===== src/rtl/div_iterative_if.sv =====
`default_nettype none
// ============================================================================
// Module      : div_iterative_if
// Description : Request/response bundle for the iterative divider.
//               The master side issues operands; the slave side returns the
//               quotient, remainder and status.
// Revision    : 1.0 - initial release
// ============================================================================
interface div_iterative_if #(
  parameter int WIDTH = 32
);
  logic             start_i;
  logic             signed_i;
  logic [WIDTH-1:0] dividend_i;
  logic [WIDTH-1:0] divisor_i;
  logic             busy_o;
  logic             done_o;
  logic [WIDTH-1:0] quotient_o;
  logic [WIDTH-1:0] remainder_o;
  logic             div_by_zero_o;

  modport master (
    output start_i, signed_i, dividend_i, divisor_i,
    input  busy_o, done_o, quotient_o, remainder_o, div_by_zero_o
  );

  modport slave (
    input  start_i, signed_i, dividend_i, divisor_i,
    output busy_o, done_o, quotient_o, remainder_o, div_by_zero_o
  );
endinterface
`default_nettype wire


===== src/rtl/div_iterative.sv =====
`default_nettype none
// ============================================================================
// Module      : div_iterative
// Description : Multi-cycle restoring divider with RISC-V DIV/DIVU/REM/REMU
//               semantics. Works on magnitudes, one quotient bit per cycle,
//               and fixes up signs when the result is written out.
// Revision    : 1.0 - initial release
// ============================================================================
module div_iterative #(
  parameter int WIDTH = 32
) (
  input  wire logic       clk_i,
  input  wire logic       rst_i,
  div_iterative_if.slave  bus
);
  localparam int CW = $clog2(WIDTH + 1);

  localparam logic [1:0]       C_IDLE     = 2'd0;
  localparam logic [1:0]       C_CALC     = 2'd1;
  localparam logic [1:0]       C_DONE     = 2'd2;
  localparam logic [WIDTH-1:0] C_ONE      = {{(WIDTH-1){1'b0}}, 1'b1};
  localparam logic [CW-1:0]    C_CNT_INIT = CW'(WIDTH);
  localparam logic [CW-1:0]    C_CNT_ONE  = CW'(1);

  logic [1:0]       r_state;
  logic [CW-1:0]    r_cnt;
  logic [WIDTH-1:0] r_rem;
  logic [WIDTH-1:0] r_quo;
  logic [WIDTH-1:0] r_dvs;
  logic             r_qneg;
  logic             r_rneg;
  logic [WIDTH-1:0] r_quotient;
  logic [WIDTH-1:0] r_remainder;
  logic             r_done;
  logic             r_dbz;

  logic             w_dvd_neg;
  logic             w_dvs_neg;
  logic             w_div_zero;
  logic [WIDTH-1:0] w_dvd_mag;
  logic [WIDTH-1:0] w_dvs_mag;
  logic [WIDTH:0]   w_shift;
  logic [WIDTH:0]   w_dvs_inv;
  logic [WIDTH+1:0] w_c;
  logic [WIDTH-1:0] w_sum;
  logic             w_carry;
  logic [WIDTH-1:0] w_rem_next;
  logic [WIDTH-1:0] w_quo_next;
  logic [WIDTH-1:0] w_quo_fin;
  logic [WIDTH-1:0] w_rem_fin;

  // Operand signs are only meaningful in signed mode; magnitudes feed the core.
  assign w_dvd_neg  = bus.signed_i & bus.dividend_i[WIDTH-1];
  assign w_dvs_neg  = bus.signed_i & bus.divisor_i[WIDTH-1];
  assign w_div_zero = (bus.divisor_i == '0);
  assign w_dvd_mag  = w_dvd_neg ? (~bus.dividend_i + C_ONE) : bus.dividend_i;
  assign w_dvs_mag  = w_dvs_neg ? (~bus.divisor_i  + C_ONE) : bus.divisor_i;

  // Shifted remainder needs WIDTH+1 bits: an unsigned divisor can use all
  // WIDTH bits, so twice the running remainder can overflow WIDTH.
  assign w_shift   = {r_rem, r_quo[WIDTH-1]};
  assign w_dvs_inv = ~{1'b0, r_dvs};
  assign w_c[0]    = 1'b1;

  // Trial subtraction as a ripple add of the inverted divisor, carry-in 1.
  generate
    for (genvar i = 0; i <= WIDTH; i++) begin : g_carry
      assign w_c[i+1] = (w_shift[i] & w_dvs_inv[i]) |
                        (w_c[i] & (w_shift[i] ^ w_dvs_inv[i]));
    end
    for (genvar i = 0; i < WIDTH; i++) begin : g_sum
      assign w_sum[i] = w_shift[i] ^ w_dvs_inv[i] ^ w_c[i];
    end
  endgenerate

  // Carry-out set means no borrow: the divisor fits, keep the difference.
  assign w_carry    = w_c[WIDTH+1];
  assign w_rem_next = w_carry ? w_sum : w_shift[WIDTH-1:0];
  assign w_quo_next = {r_quo[WIDTH-2:0], w_carry};
  assign w_quo_fin  = r_qneg ? (~w_quo_next + C_ONE) : w_quo_next;
  assign w_rem_fin  = r_rneg ? (~w_rem_next + C_ONE) : w_rem_next;

  // Control FSM plus iteration datapath; results only update on entering DONE.
  always_ff @(posedge clk_i) begin
    if (rst_i) begin
      r_state     <= C_IDLE;
      r_cnt       <= '0;
      r_rem       <= '0;
      r_quo       <= '0;
      r_dvs       <= '0;
      r_qneg      <= 1'b0;
      r_rneg      <= 1'b0;
      r_quotient  <= '0;
      r_remainder <= '0;
      r_done      <= 1'b0;
      r_dbz       <= 1'b0;
    end else begin
      r_done <= 1'b0;
      case (r_state)
        C_IDLE, C_DONE: begin
          if (bus.start_i) begin
            r_qneg <= w_dvd_neg ^ w_dvs_neg;
            r_rneg <= w_dvd_neg;
            r_quo  <= w_dvd_mag;
            r_dvs  <= w_dvs_mag;
            r_rem  <= '0;
            r_cnt  <= C_CNT_INIT;
            if (w_div_zero) begin
              r_state     <= C_DONE;
              r_done      <= 1'b1;
              r_quotient  <= '1;
              r_remainder <= bus.dividend_i;
              r_dbz       <= 1'b1;
            end else begin
              r_state <= C_CALC;
            end
          end else begin
            r_state <= C_IDLE;
          end
        end
        C_CALC: begin
          r_rem <= w_rem_next;
          r_quo <= w_quo_next;
          r_cnt <= r_cnt - C_CNT_ONE;
          if (r_cnt == C_CNT_ONE) begin
            r_state     <= C_DONE;
            r_done      <= 1'b1;
            r_quotient  <= w_quo_fin;
            r_remainder <= w_rem_fin;
            r_dbz       <= 1'b0;
          end
        end
        default: r_state <= C_IDLE;
      endcase
    end
  end

  assign bus.busy_o        = (r_state == C_CALC);
  assign bus.done_o        = r_done;
  assign bus.quotient_o    = r_quotient;
  assign bus.remainder_o   = r_remainder;
  assign bus.div_by_zero_o = r_dbz;
endmodule
`default_nettype wire

===== src/flat_wrapper.sv =====
// flat-port wrapper written by rule: the top's interface ports become plain ports
module div_iterative_flat 
#(
  parameter int WIDTH = 32
)
  (clk_i, rst_i, bus_start_i, bus_signed_i, bus_dividend_i, bus_divisor_i, bus_busy_o, bus_done_o, bus_quotient_o, bus_remainder_o, bus_div_by_zero_o);
  div_iterative_if #(.WIDTH(WIDTH)) bus_i ();
  input  wire logic clk_i;
  input  wire logic rst_i;
  input wire logic [$bits(bus_i.start_i)-1:0] bus_start_i;
  input wire logic [$bits(bus_i.signed_i)-1:0] bus_signed_i;
  input wire logic [$bits(bus_i.dividend_i)-1:0] bus_dividend_i;
  input wire logic [$bits(bus_i.divisor_i)-1:0] bus_divisor_i;
  output wire logic [$bits(bus_i.busy_o)-1:0] bus_busy_o;
  output wire logic [$bits(bus_i.done_o)-1:0] bus_done_o;
  output wire logic [$bits(bus_i.quotient_o)-1:0] bus_quotient_o;
  output wire logic [$bits(bus_i.remainder_o)-1:0] bus_remainder_o;
  output wire logic [$bits(bus_i.div_by_zero_o)-1:0] bus_div_by_zero_o;
  assign bus_i.start_i = bus_start_i;
  assign bus_i.signed_i = bus_signed_i;
  assign bus_i.dividend_i = bus_dividend_i;
  assign bus_i.divisor_i = bus_divisor_i;
  assign bus_busy_o = bus_i.busy_o;
  assign bus_done_o = bus_i.done_o;
  assign bus_quotient_o = bus_i.quotient_o;
  assign bus_remainder_o = bus_i.remainder_o;
  assign bus_div_by_zero_o = bus_i.div_by_zero_o;
  div_iterative #(.WIDTH(WIDTH)) u_core (.clk_i(clk_i), .rst_i(rst_i), .bus(bus_i));
endmodule

===== config.mk =====
export PLATFORM = sky130hd
export DESIGN_NAME = div_iterative_flat
export DESIGN_NICKNAME = d
export VERILOG_FILES = /design/src/rtl/div_iterative_if.sv /design/src/rtl/div_iterative.sv /design/src/flat_wrapper.sv
export SDC_FILE = /design/constraint.sdc
export NUM_CORES = 1
export LEC_CHECK = 0
export CORE_MARGIN = 5
export CORE_UTILIZATION = 25
export CTS_BUF_LIST = sky130_fd_sc_hd__clkbuf_4
export CTS_CLUSTER_DIAMETER = 60
export DETAILED_ROUTE_END_ITERATION = 16
export SETUP_SLACK_MARGIN = 0.2
export SYNTH_ARGS = -nofsm -noshare
export SYNTH_HDL_FRONTEND = slang
export SYNTH_SLANG_ARGS = --single-unit
export TNS_END_PERCENT = 20

===== constraint.sdc =====
create_clock -name clk_i -period 29.1 [get_ports clk_i]
set_clock_uncertainty 0.1 [all_clocks]
set_input_delay 5.82 -clock clk_i [delete_from_list [all_inputs] [get_ports clk_i]]
set_output_delay 5.82 -clock clk_i [all_outputs]
set_load 0.02 [all_outputs]

==> flow_metrics.env <==
export IMPL_synth_xor_xnor_area_share=0.07933
export IMPL_slowest_stage="or3_1"
export IMPL_dp_cells=1953
export IMPL_period_share=0.5457
export IMPL_rsz0062_at_grt="no"
export IMPL_cp_data_arrival_time_ns=16.30
export IMPL_cts_sinks=172
export IMPL_path_delay_family="adder cells"
export IMPL_slowest_delay_ns=0.48
export IMPL_r2r_end="u_core.bus.remainder_o[26]$_SDFFE_PP0P_"
export IMPL_syn_cell_area_um2=10710
export IMPL_regToRegSetupSlack_ns=13.22
export IMPL_drt_total_wl_mm=36.36
export IMPL_dr_wl_met2_mm=16.05
export IMPL_critPathLaunchType="register"
export IMPL_maxSlewHeadroom=0.2795
export IMPL_place_gp_congestion=0.8618
export IMPL_ctsResizeCount=0
export IMPL_cts_root_buf="clkbuf_4"
export IMPL_top_layer="met4"
export IMPL_grt_pass1_wl_mm=56.08
export IMPL_io_pins=135
export IMPL_io_buffers=134
export IMPL_syn_inst=1362
export IMPL_synth_ff_latch_count=172
export IMPL_slew_violations=0
export IMPL_r2r_cells=47
export IMPL_ant_nets=0
export IMPL_crit_required_ns=29.52
export IMPL_synth_edf_count=0
export IMPL_r2r_start="u_core.r_quo[31]$_SDFFE_PP0P_"
export IMPL_dp_hpwl_mm=27.09
export IMPL_cpMostUsedCell="fa_1"
export IMPL_vdd_drop_max_uv=41.66
export IMPL_core_area_um2=42130
export IMPL_setup_tns_ns=0
export IMPL_met3WireLength_mm=2.366
export IMPL_synth_top_family_by_area="compound AO/OA/AOI/OAI gates"
export IMPL_syn_area_per_cell_um2=7.863
export IMPL_num_nets_final=1539
export IMPL_via_per_inst=5.119
export IMPL_stdcell_count=1986
export IMPL_drc=0
export IMPL_worst_pin_slew_ns=1.078
export IMPL_cts_setup_buffers=0
export IMPL_met1_length_mm=17.17
export IMPL_ys_warn_count=0
export IMPL_cts_hold_buffers_added=0
export IMPL_grtUsageTotal=0.1488
export IMPL_grt_start_max_net_pins=81
export IMPL_synth_cell_types=73
export IMPL_maxCapViolCount=0
export IMPL_cp_depth=47
export IMPL_outcome="finished, final reports clean"
export IMPL_power_density_nw_per_um2=66.42
export IMPL_min_path_type="register to register"
export IMPL_drt_iter0_markers=1025
export IMPL_die_x_um=217.0
export IMPL_clockBufferDepth=2
export IMPL_grt_pass1_vias=9549
export IMPL_synth_compound_area_frac=0.2458
export IMPL_design_die_area_um2=47080
export IMPL_synth_main_ff_cell="dfxtp_1"
export IMPL_start_util=0.2542
export IMPL_clk_latency_ns=0.60
export IMPL_setup_violations=0
export IMPL_final_hold_viol_count=0
export IMPL_clk_pin_slew_ns=0.16
export IMPL_synthAdderAreaFrac=0.06613
export IMPL_vias=10170
export IMPL_setup_worst_path_class="register to register"
export IMPL_cts_htree_levels=4
export IMPL_synth_simple_area_share=0.2072
export IMPL_worstSetupEndpoint="u_core.bus.remainder_o[26]$_SDFFE_PP0P_"
export IMPL_placementRows=75
export IMPL_max_freq_mhz=62.97
export IMPL_drtPass1Iterations=6
export IMPL_timing_final_crit_period_ns=15.88
export IMPL_tritoncts="done"
export IMPL_startpoint="u_core.r_quo[31]$_SDFFE_PP0P_"
export IMPL_yosysSeqAreaShare=0.3215
export IMPL_ys_async_sr_fraction=0
export IMPL_overflow=0
export IMPL_die_height_um=217.0
export IMPL_antenna_found_initial=1
export IMPL_wl_per_cell_um=18.31
export IMPL_drive_above_1_share=0.05675
export IMPL_leakage_nw=4.475
export IMPL_cp_end_kind="register"
export IMPL_muxShareOfSynthArea=0.02430
export IMPL_critPathBufInv=7
export IMPL_area_growth_pct=18.99
export IMPL_critPathMaxFanout=59
export IMPL_cts_buffers=17
export IMPL_syn_nets=1468
worst register-to-register path: cells and delay by family (launching register included):
kind | cells | cell delay, ns
DFF | 1 | 0.36
adders and majority gates | 33 | 12.27
muxes | 1 | 0.40
AOI/OAI and AO/OA | 3 | 0.58
and+or+nand+nor | 3 | 1.25
buffers and inverters | 7 | 0.89
layer usage:
metal,vias to the layer above,global-route usage
met3,35,0.02599
met5,-,0
met4,0,0.03855
met2,380,0.2322
li1,5027,-
met1,4724,0.2134
synthesized netlist by cell type, drive strengths merged (5+ instances only):
cell    number  area, um^2
a211oi      39       292.8
a21o         5       37.54
a21oi      140       715.7
a22oi       15       112.6
a311oi      14       122.6
a31oi       21       131.4
and3         5       31.28
buf         25       127.6
clkbuf      69       259.0
dfxtp      172        3443
fa          31       620.6
ha           7       87.58
inv         56       210.2
mux2i       21       222.7
nand2      117       439.2
nand3       18       90.09
nand3b       5       37.54
nand4       12       81.33
nor2       190       713.2
nor3        32       175.2
nor4        33       249.0
o211ai       7       52.55
o21ai       88       440.4
o221a       11       123.9
o22ai       14       87.58
o31ai       28       224.0
o41ai        9       86.34
or2          6       37.53
or3         22       142.6
or4         12       93.84
xnor2       41       359.1
xor2        56       490.5
cell families after synthesis:
| group | Yosys count |
|---|---|
| AOI/OAI and AO/OA | 415 |
| muxes | 24 |
| buffers and inverters | 150 |
| xor gates and xnor gates | 97 |
| adders and majority gates | 38 |
| and+or+nand+nor | 466 |
| DFF | 172 |
state kept, by name, indices dropped and copies added (netlist names):
register / cells
u_core.r_cnt: 6
u_core.r_dvs: 32
u_core.r_quo: 32
u_core.r_state: 2
u_core.r_rneg: 1
u_core.r_rem: 32
u_core.r_qneg: 1
u_core.bus.done_o: 1
u_core.bus.div_by_zero_o: 1
u_core.bus.remainder_o: 32
u_core.bus.quotient_o: 32
final cells by class:
type                       count  area (um^2)
tap                          539        674.4
antenna                        2        5.005
sequential                   172         3443
multi-input combinational   1040         6686
clock inverter                14        166.4
inverter                      56        210.2
timing repair buffer         146         1429
fill                        4524        29390
clock buffer                  17        127.6
layout by cell type (no fill, tap or decap), drive strengths merged, types with 4 or more instances in the layout:
| master | Yosys | routed |
|---|---|---|
| nand3 | 18 | 18 |
| fa | 31 | 31 |
| o211ai | 7 | 7 |
| inv | 56 | 59 |
| clkbuf | 69 | 17 |
| and3 | 5 | 5 |
| nand2 | 117 | 117 |
| xor2 | 56 | 56 |
| xnor2 | 41 | 41 |
| a31oi | 21 | 21 |
| a211oi | 39 | 39 |
| or4 | 12 | 12 |
| a311oi | 14 | 14 |
| o221a | 11 | 11 |
| nand4 | 12 | 12 |
| nor2 | 190 | 190 |
| buf | 25 | 13 |
| clkdlybuf4s50 | 0 | 133 |
| mux2i | 21 | 21 |
| ha | 7 | 7 |
| o41ai | 9 | 9 |
| clkinv | 0 | 6 |
| a22oi | 15 | 15 |
| o31ai | 28 | 28 |
| nor3 | 32 | 32 |
| o22ai | 14 | 14 |
| nor4 | 33 | 33 |
| o21ai | 88 | 88 |
| a21o | 5 | 5 |
| or2 | 6 | 6 |
| dfxtp | 172 | 172 |
| nand3b | 5 | 5 |
| a21oi | 140 | 140 |
| or3 | 22 | 22 |
| nand2b | 4 | 4 |
stage by stage:
| step | setup slack, ns | hold WS [ns] | utilization | area (um^2) | total power (W) |
|---|---|---|---|---|---|
| after floorplan | 13.83 | 0.3319 | - | 10710 | 0.0005850 |
| after global placement | 13.50 | 0.3461 | 0.2953 | 12440 | 0.0006909 |
| after detailed placement | 13.32 | 0.3538 | 0.2953 | 12440 | 0.0006950 |
| after CTS | 13.30 | 0.3741 | 0.3023 | 12740 | 0.0008428 |
| after global routing | 12.60 | 0.3881 | 0.3024 | 12740 | 0.0009053 |
| final | 13.22 | 0.3703 | 0.3024 | 12740 | 0.0008463 |
power by group:
group	leakage [nW]	internal (W)	switching [W]
clock network	0.147	0.0000524	0.0000961
registers	1.40	0.000251	0.0000197
logic	2.93	0.000157	0.000270
worst min-delay path by stage:
stage,to,depth (start not counted),from,slack (ns)
final,u_core.r_dvs[31]$_SDFFE_PP0P_,2,u_core.r_dvs[31]$_SDFFE_PP0P_,0.37
after CTS,u_core.r_dvs[31]$_SDFFE_PP0P_,2,u_core.r_dvs[31]$_SDFFE_PP0P_,0.37
after floorplan,u_core.r_dvs[31]$_SDFFE_PP0P_,2,u_core.r_dvs[31]$_SDFFE_PP0P_,0.33
after global placement,u_core.r_dvs[31]$_SDFFE_PP0P_,2,u_core.r_dvs[31]$_SDFFE_PP0P_,0.35
after detailed placement,u_core.r_dvs[0]$_SDFFE_PP0P_,2,u_core.r_dvs[0]$_SDFFE_PP0P_,0.35
after global routing,u_core.r_dvs[31]$_SDFFE_PP0P_,2,u_core.r_dvs[31]$_SDFFE_PP0P_,0.39
Power figures use the tool's default switching activity.
